[src/rtl/alien_bomb_engine_if.sv]
// Drop-request handshake between the alien-formation logic and the bomb engine.
// Signals:
//   drop_valid  master->slave  request to spawn a bomb
//   drop_row    master->slave  starting top row of the new bomb
//   drop_col    master->slave  column of the new bomb
//   drop_ready  slave->master  at least one bomb slot is free
interface alien_bomb_engine_if;
    localparam int unsigned COORD_W = 12;

    logic               drop_valid;
    logic [COORD_W-1:0] drop_row;
    logic [COORD_W-1:0] drop_col;
    logic               drop_ready;

    modport master (output drop_valid, output drop_row, output drop_col, input drop_ready);
    modport slave  (input drop_valid, input drop_row, input drop_col, output drop_ready);
endinterface

[src/rtl/alien_bomb_engine.sv]
// Enemy bomb manager: spawns bombs on request, moves them down once per motion
// tick, retires them at the screen bottom or on player contact, and drives a
// zero-latency per-pixel bomb layer.
// Optional feature macro: BOMB_HIT_DETECT_EN (player hit check, hit pulse, hit counter).
// Ports:
//   clk, rst      pixel clock, asynchronous active-high reset
//   drop          drop handshake (slave side): drop_valid/drop_row/drop_col in, drop_ready out
//   pixel_row, pixel_column   current VGA scan position
//   player_row, player_col    player sprite reference corner
//   bomb_busy     per-slot live flags
//   bomb_active, bomb_output  combinational bomb layer for the colour mux
//   player_hit    one-cycle pulse when bombs hit the player
//   hit_count     saturating hit counter
module alien_bomb_engine #(
    parameter int unsigned NUM_BOMBS   = 4,
    parameter int unsigned STEP_CYCLES = 250000,
    parameter int unsigned STEP_PIX    = 2,
    parameter int unsigned BOMB_LEN    = 3,
    parameter int unsigned BOTTOM_ROW  = 479
) (
    input  logic                  clk,
    input  logic                  rst,
    alien_bomb_engine_if.slave    drop,
    input  logic [11:0]           pixel_row,
    input  logic [11:0]           pixel_column,
    input  logic [11:0]           player_row,
    input  logic [11:0]           player_col,
    output logic [NUM_BOMBS-1:0]  bomb_busy,
    output logic                  bomb_active,
    output logic [3:0]            bomb_output,
    output logic                  player_hit,
    output logic [7:0]            hit_count
);
    localparam int unsigned CW     = 12;
    localparam int unsigned XW     = 13;
    localparam int unsigned TICK_W = (STEP_CYCLES > 1) ? $clog2(STEP_CYCLES) : 1;
    localparam int unsigned SUM_W  = 9;

    logic [TICK_W-1:0]    tick_cnt_q, tick_cnt_d;
    logic                 tick;
    logic [NUM_BOMBS-1:0] busy_q, busy_d;
    logic [CW-1:0]        row_q [NUM_BOMBS];
    logic [CW-1:0]        row_d [NUM_BOMBS];
    logic [CW-1:0]        col_q [NUM_BOMBS];
    logic [CW-1:0]        col_d [NUM_BOMBS];
    logic                 ready_q, ready_d;
    logic                 accept;
    logic                 loaded;
    logic [NUM_BOMBS-1:0] overlap;
    logic [NUM_BOMBS-1:0] hit_vec;

    assign tick       = (tick_cnt_q == TICK_W'(STEP_CYCLES - 1));
    assign accept     = drop.drop_valid && ready_q;
    assign drop.drop_ready = ready_q;
    assign bomb_busy  = busy_q;

`ifdef BOMB_HIT_DETECT_EN
    // Bomb column strictly inside the sprite and bomb rows intersecting sprite rows +1..+10.
    always_comb begin
        overlap = '0;
        for (int i = 0; i < NUM_BOMBS; i++) begin
            overlap[i] = (XW'(player_col) < XW'(col_q[i]))
                      && (XW'(col_q[i]) < XW'(player_col) + XW'(16))
                      && (XW'(row_q[i]) < XW'(player_row) + XW'(11))
                      && (XW'(row_q[i]) + XW'(BOMB_LEN) > XW'(player_row) + XW'(1));
        end
    end
`else
    assign overlap = '0;
`endif

    // Slot update: tick motion/retirement, then drop load into the lowest slot free before this edge.
    always_comb begin
        tick_cnt_d = tick ? '0 : tick_cnt_q + TICK_W'(1);
        busy_d     = busy_q;
        row_d      = row_q;
        col_d      = col_q;
        hit_vec    = '0;
        loaded     = 1'b0;
        for (int i = 0; i < NUM_BOMBS; i++) begin
            if (tick && busy_q[i]) begin
                if (overlap[i]) begin
                    busy_d[i]  = 1'b0;
                    hit_vec[i] = 1'b1;
                end else if (XW'(row_q[i]) + XW'(STEP_PIX) > XW'(BOTTOM_ROW)) begin
                    busy_d[i] = 1'b0;
                end else begin
                    row_d[i] = row_q[i] + CW'(STEP_PIX);
                end
            end
        end
        for (int i = 0; i < NUM_BOMBS; i++) begin
            if (accept && !busy_q[i] && !loaded) begin
                busy_d[i] = 1'b1;
                row_d[i]  = drop.drop_row;
                col_d[i]  = drop.drop_col;
                loaded    = 1'b1;
            end
        end
        ready_d = |(~busy_d);
    end

    // Slot and tick state.
    always_ff @(posedge clk or posedge rst) begin
        if (rst) begin
            tick_cnt_q <= '0;
            busy_q     <= '0;
            ready_q    <= 1'b1;
            for (int i = 0; i < NUM_BOMBS; i++) begin
                row_q[i] <= '0;
                col_q[i] <= '0;
            end
        end else begin
            tick_cnt_q <= tick_cnt_d;
            busy_q     <= busy_d;
            ready_q    <= ready_d;
            row_q      <= row_d;
            col_q      <= col_d;
        end
    end

`ifdef BOMB_HIT_DETECT_EN
    logic             hit_q, hit_d;
    logic [7:0]       hit_count_q, hit_count_d;
    logic [SUM_W-1:0] hit_sum;

    // Count all slots hitting on this edge; saturate at 255.
    always_comb begin
        hit_sum = SUM_W'(hit_count_q);
        for (int i = 0; i < NUM_BOMBS; i++) begin
            hit_sum = hit_sum + SUM_W'(hit_vec[i]);
        end
        hit_d       = |hit_vec;
        hit_count_d = (hit_sum > SUM_W'(255)) ? 8'hFF : hit_sum[7:0];
    end

    always_ff @(posedge clk or posedge rst) begin
        if (rst) begin
            hit_q       <= 1'b0;
            hit_count_q <= '0;
        end else begin
            hit_q       <= hit_d;
            hit_count_q <= hit_count_d;
        end
    end

    assign player_hit = hit_q;
    assign hit_count  = hit_count_q;
`else
    logic unused_hit_inputs;
    assign unused_hit_inputs = ^{hit_vec, player_row, player_col};
    assign player_hit = 1'b0;
    assign hit_count  = '0;
`endif

    // Pixel layer: one column wide, BOMB_LEN rows tall, from the registered slot state.
    always_comb begin
        bomb_active = 1'b0;
        for (int i = 0; i < NUM_BOMBS; i++) begin
            if (busy_q[i] && (pixel_column == col_q[i])
                && (XW'(pixel_row) >= XW'(row_q[i]))
                && (XW'(pixel_row) < XW'(row_q[i]) + XW'(BOMB_LEN))) begin
                bomb_active = 1'b1;
            end
        end
        bomb_output = {4{bomb_active}};
    end
endmodule
[src/flat_wrapper.sv]
// flat-port wrapper written by rule: the top's interface ports become plain ports
module alien_bomb_engine_flat 
#(
    parameter int unsigned NUM_BOMBS   = 4,
    parameter int unsigned STEP_CYCLES = 250000,
    parameter int unsigned STEP_PIX    = 2,
    parameter int unsigned BOMB_LEN    = 3,
    parameter int unsigned BOTTOM_ROW  = 479
)
  (clk, rst, pixel_row, pixel_column, player_row, player_col, bomb_busy, bomb_active, bomb_output, player_hit, hit_count, drop_drop_valid, drop_drop_row, drop_drop_col, drop_drop_ready);
  alien_bomb_engine_if drop_i ();
  input  logic clk;
  input  logic rst;
  input  logic [11:0] pixel_row;
  input  logic [11:0] pixel_column;
  input  logic [11:0] player_row;
  input  logic [11:0] player_col;
  output logic [NUM_BOMBS-1:0] bomb_busy;
  output logic bomb_active;
  output logic [3:0] bomb_output;
  output logic player_hit;
  output logic [7:0] hit_count;
  input wire logic [$bits(drop_i.drop_valid)-1:0] drop_drop_valid;
  input wire logic [$bits(drop_i.drop_row)-1:0] drop_drop_row;
  input wire logic [$bits(drop_i.drop_col)-1:0] drop_drop_col;
  output wire logic [$bits(drop_i.drop_ready)-1:0] drop_drop_ready;
  assign drop_i.drop_valid = drop_drop_valid;
  assign drop_i.drop_row = drop_drop_row;
  assign drop_i.drop_col = drop_drop_col;
  assign drop_drop_ready = drop_i.drop_ready;
  alien_bomb_engine #(.NUM_BOMBS(NUM_BOMBS), .STEP_CYCLES(STEP_CYCLES), .STEP_PIX(STEP_PIX), .BOMB_LEN(BOMB_LEN), .BOTTOM_ROW(BOTTOM_ROW)) u_core (.clk(clk), .rst(rst), .drop(drop_i), .pixel_row(pixel_row), .pixel_column(pixel_column), .player_row(player_row), .player_col(player_col), .bomb_busy(bomb_busy), .bomb_active(bomb_active), .bomb_output(bomb_output), .player_hit(player_hit), .hit_count(hit_count));
endmodule
[config.mk]
export PLATFORM = sky130hd
export DESIGN_NAME = alien_bomb_engine_flat
export DESIGN_NICKNAME = d
export VERILOG_FILES = /design/src/rtl/alien_bomb_engine_if.sv /design/src/rtl/alien_bomb_engine.sv /design/src/flat_wrapper.sv
export SDC_FILE = /design/constraint.sdc
export NUM_CORES = 1
export LEC_CHECK = 0
export CORE_ASPECT_RATIO = 1.25
export CORE_MARGIN = 5
export CORE_UTILIZATION = 63
export DETAILED_ROUTE_END_ITERATION = 16
export PLACE_DENSITY = 0.91
export SYNTH_ARGS = -nofsm -noshare
export SYNTH_HDL_FRONTEND = slang
export SYNTH_SLANG_ARGS = --single-unit
[constraint.sdc]
create_clock -name clk -period 5.51 [get_ports clk]
set_clock_uncertainty 0.05 [all_clocks]
set_input_delay 0.8265 -clock clk [delete_from_list [all_inputs] [get_ports clk]]
set_output_delay 0.8265 -clock clk [all_outputs]
set_load 0.05 [all_outputs]
==> flow_summary.ini <==
[cts]
clk-insertion-delay-late_ns = 0.42
clk_pin_slew_worst_paths_ns = 0.06
cts_post_setup_buffers_inserted = 0
clock_path_buffers = 2
cts_htree_levels = 4
cts_hold_buffers = 0
cts.root.buffer_cell = clkbuf_16
tritoncts.num_buffers = 17
tritoncts_num_sinks = 119
cts_tree = done
cts_repair_resizes = 1

[route]
drt_iter0_drc = 870
detailroute.via_count = 8738
detail_route.wl_per_cell_um = 20.3
vias_per_cell = 6.56
totalWireLength_um = 27100
final_ant_viol_nets = 0
drt_drc_violations_left = 0
drt-pass1-iter-count = 8

[global_route]
via_count_of_the_first_global_routing_pass = 8718
grt_first_pass_wirelength_um = 43000
gr-usage-all-layers_pct = 30.7
grt_start_max_net_pins = 51
grt_remaining_overflow = 0
grt_antenna_before_repair = 0

[die]
overall_die_width_um = 120
initial_utilization_pct = 63.9
coreArea_sq_mm = 0.0149
dieArea_sq_mm = 0.0177
pin_count = 94
fp.dieH_um = 147
fp-row-count = 50

[hold_path]
hold_class = reg2reg

[worst_setup_path]
worstSetupPathType = reg2out
slowest_stage = or4_1
path_max_fanout = 9
path_cells = ha_1 > a21oi_1 > or3_1 > nor3_1 > xnor2_1 > ha_1 > or4_1 > a211oi_1 > o21ai_0 > o221ai_1 > o221ai_1 > o2111ai_1 > dlymetal6s2s_1
required_ns = 4.63
worstPathBufferInverterCount = 1
crit_path_start_kind = flip-flop
timing.critical_path.to_type = primary output
crit_path_max_incr_delay_ns = 0.54
arrival_time_of_data_at_the_critical_path_endpoint_ns = 4.20
path_delay_family = simple AND/OR/NAND/NOR gates

[timing]
timing.final.crit_period_ns = 5.08
tns_ns = 0
headroom_to_the_max_slew_limit_pct = 23.1
fmax_mhz = 197
timing.final.setup_violations = 0
worst_pin_slew_ns = 1.15
grt_setup_unrepaired = false
finalCritPeriodShare_pct = 92.2
hold_viol = 0
finalMaxSlewViolations = 0

[synthesis]
yosys_warnings = 0
post_synth_edffs = 0
post_synth.cell_area_avg_sq_um = 8.73
synth_cells = 1090
ys_dominant_reg_cell = dfrtp_1
post_synth_num_cell_types = 79
syn-cell-area_sq_mm = 0.00951
seq_area_frac_synth_pct = 31.3
synth_seq_cells = 119
proportion_of_register_bits_with_asynchronous_set_or_reset_after_synthesis_pct = 100

[placement]
placement.cell_area_sq_mm = 0.0102
globalplace.congestion = 0.963
numPortBuffers = 60
dp_hpwl_um = 19500

[power]
power_density_mw_per_mm2 = 203
p_leak_nw = 5.18
peakVddDrop_mv = 0.253

[layout]
nNetsFinal = 1326
nFillCells = 1037
finalInstanceArea_sq_mm = 0.0108
antennaDiodeCount = 0
synthToLayoutAreaGrowth_pct = 13.6
layout-drive-gt1-share_pct = 7.30

[status]
outcome = complete, no violations

[flow_run]
number_of_maximum_capacitance_violations = 0
-- per-stage QoR --
stage | power [mW] | setup slack, ns | std cells | hold WS (ns) | util [%]
after global routing | 2.26 | 0.151 | 1332 | 0.464 | 72.6
after detailed placement | 1.08 | 0.472 | 1301 | 0.432 | 68.5
final | 2.19 | 0.429 | 1332 | 0.447 | 72.6
after global placement | 1.07 | 0.555 | 1301 | 0.427 | 68.5
after CTS | 2.19 | 0.0308 | 1332 | 0.446 | 72.5
after floorplan | 0.983 | 0.892 | 1098 | 0.411 | -
-- cell families (layout without fill, tap and decap cells) --
logic type	count (synthesis)	after routing	share of synthesized area [%]
muxes	16	16	1.84
AOI/OAI and AO/OA	200	200	14.8
xor gates and xnor gates	116	116	10.7
other	1	9	0.0394
buffers and inverters	107	159	5.13
and+or+nand+nor	417	417	21.2
DFF	119	119	31.3
adders and majority gates	114	114	15.0
-- power by group --
group / switching [mW] / internal [mW]
clock: 0.393 / 0.726
combinational: 0.119 / 0.0752
sequential: 0 / 0.875
total: 0.512 / 1.68
-- path summary, 6_finish.rpt --
kind | from | endpoint | slack, ns | cells past startpoint
setup / recovery | u_core.row_q[2] | bomb_output[1] | 0.43 | 13
hold / removal | u_core.col_q[28] | u_core.col_q[28] | 0.45 | 2
setup reg to reg | u_core.row_q[38] | u_core.row_q[40] | 2.32 | 8
hold reg to reg | u_core.col_q[28] | u_core.col_q[28] | 0.45 | 2
max in group asynchronous | rst | u_core.tick_cnt_q[14] | 3.68 | 3
min in group asynchronous | rst | u_core.row_q[4] | 0.72 | 2
-- cells in the mapped netlist, types with 5 or more instances --
cell type / instances / area, sq um
and4_1: 5 / 43.8
o21a_1: 8 / 60.1
xor2_1: 39 / 342
nor2b_1: 7 / 43.8
buf_2: 6 / 30.0
buf_4: 17 / 128
o21ai_0: 54 / 270
nand3_1: 37 / 185
o21ai_1: 5 / 25.0
inv_1: 55 / 206
dfrtp_1: 118 / 2950
nor3_1: 28 / 140
ha_1: 113 / 1410
nand2_1: 191 / 717
and3_1: 17 / 106
o31ai_1: 6 / 45.0
nor4_1: 16 / 100
nand2b_1: 8 / 50.1
xnor2_1: 77 / 674
clkbuf_1: 26 / 97.6
nor2_1: 53 / 199
o211ai_1: 5 / 37.5
a21o_1: 13 / 97.6
a21oi_1: 39 / 195
nand4_1: 25 / 156
a221o_1: 6 / 60.1
o2111ai_1: 6 / 52.6
mux2_2: 12 / 135
-- state kept, by name (all words and copies together) (netlist names) --
| signal | count |
|---|---|
| u_core.col_q | 48 |
| u_core.row_q | 48 |
| u_core.tick_cnt_q | 18 |
| u_core.bomb_busy | 4 |
| u_core.drop.drop_ready | 1 |
-- final cells by class --
type	count	area, sq um	share of cell area [%]
Tap cell	182	228	2.11
Multi-Input combinational cell	872	6090	56.4
Inverter	56	213	1.97
Sequential cell	119	2980	27.6
Clock inverter	10	128	1.18
Clock buffer	21	460	4.26
Timing Repair Buffer	72	703	6.51
-- worst register-to-register path: cells and delay by family, from the launching register on --
kind / cells / cell delay (ns)
flip-flops: 1 / 0.54
AO/OA/AOI/OAI: 4 / 1.09
AND/OR/NAND/NOR: 3 / 1.02
adder cells (fa/ha/maj): 1 / 0.36
-- layer usage --
metal	vias up	global-route usage, %	share of wire [%]
met5	-	0	0
li1	3938	-	-
met3	138	6.81	9.5
met2	519	51.4	48
met1	4143	34.8	36
met4	0	21.0	6.9
-- cell usage in the layout (no fill, tap or decap), types with 6 or more instances in the layout --
| master | netlist | final |
|---|---|---|
| inv_1 | 55 | 54 |
| clkdlybuf4s50_1 | 0 | 55 |
| a221o_1 | 6 | 6 |
| ha_1 | 113 | 113 |
| nand2b_1 | 8 | 8 |
| nand3_1 | 37 | 37 |
| o2111ai_1 | 6 | 6 |
| nor2b_1 | 7 | 7 |
| nor2_1 | 53 | 51 |
| dfrtp_1 | 118 | 118 |
| conb_1 | 1 | 9 |
| and3_1 | 17 | 17 |
| mux2_2 | 12 | 12 |
| buf_4 | 17 | 12 |
| clkinv_2 | 0 | 6 |
| nand4_1 | 25 | 25 |
| o21ai_0 | 54 | 54 |
| xnor2_1 | 77 | 77 |
| a21oi_1 | 39 | 39 |
| nand2_1 | 191 | 191 |
| a21o_1 | 13 | 13 |
| nor3_1 | 28 | 28 |
| nor4_1 | 16 | 15 |
| clkbuf_16 | 0 | 17 |
| o31ai_1 | 6 | 6 |
| xor2_1 | 39 | 39 |
| o21a_1 | 8 | 8 |
Note: power is estimated with default switching activity, not from simulation.
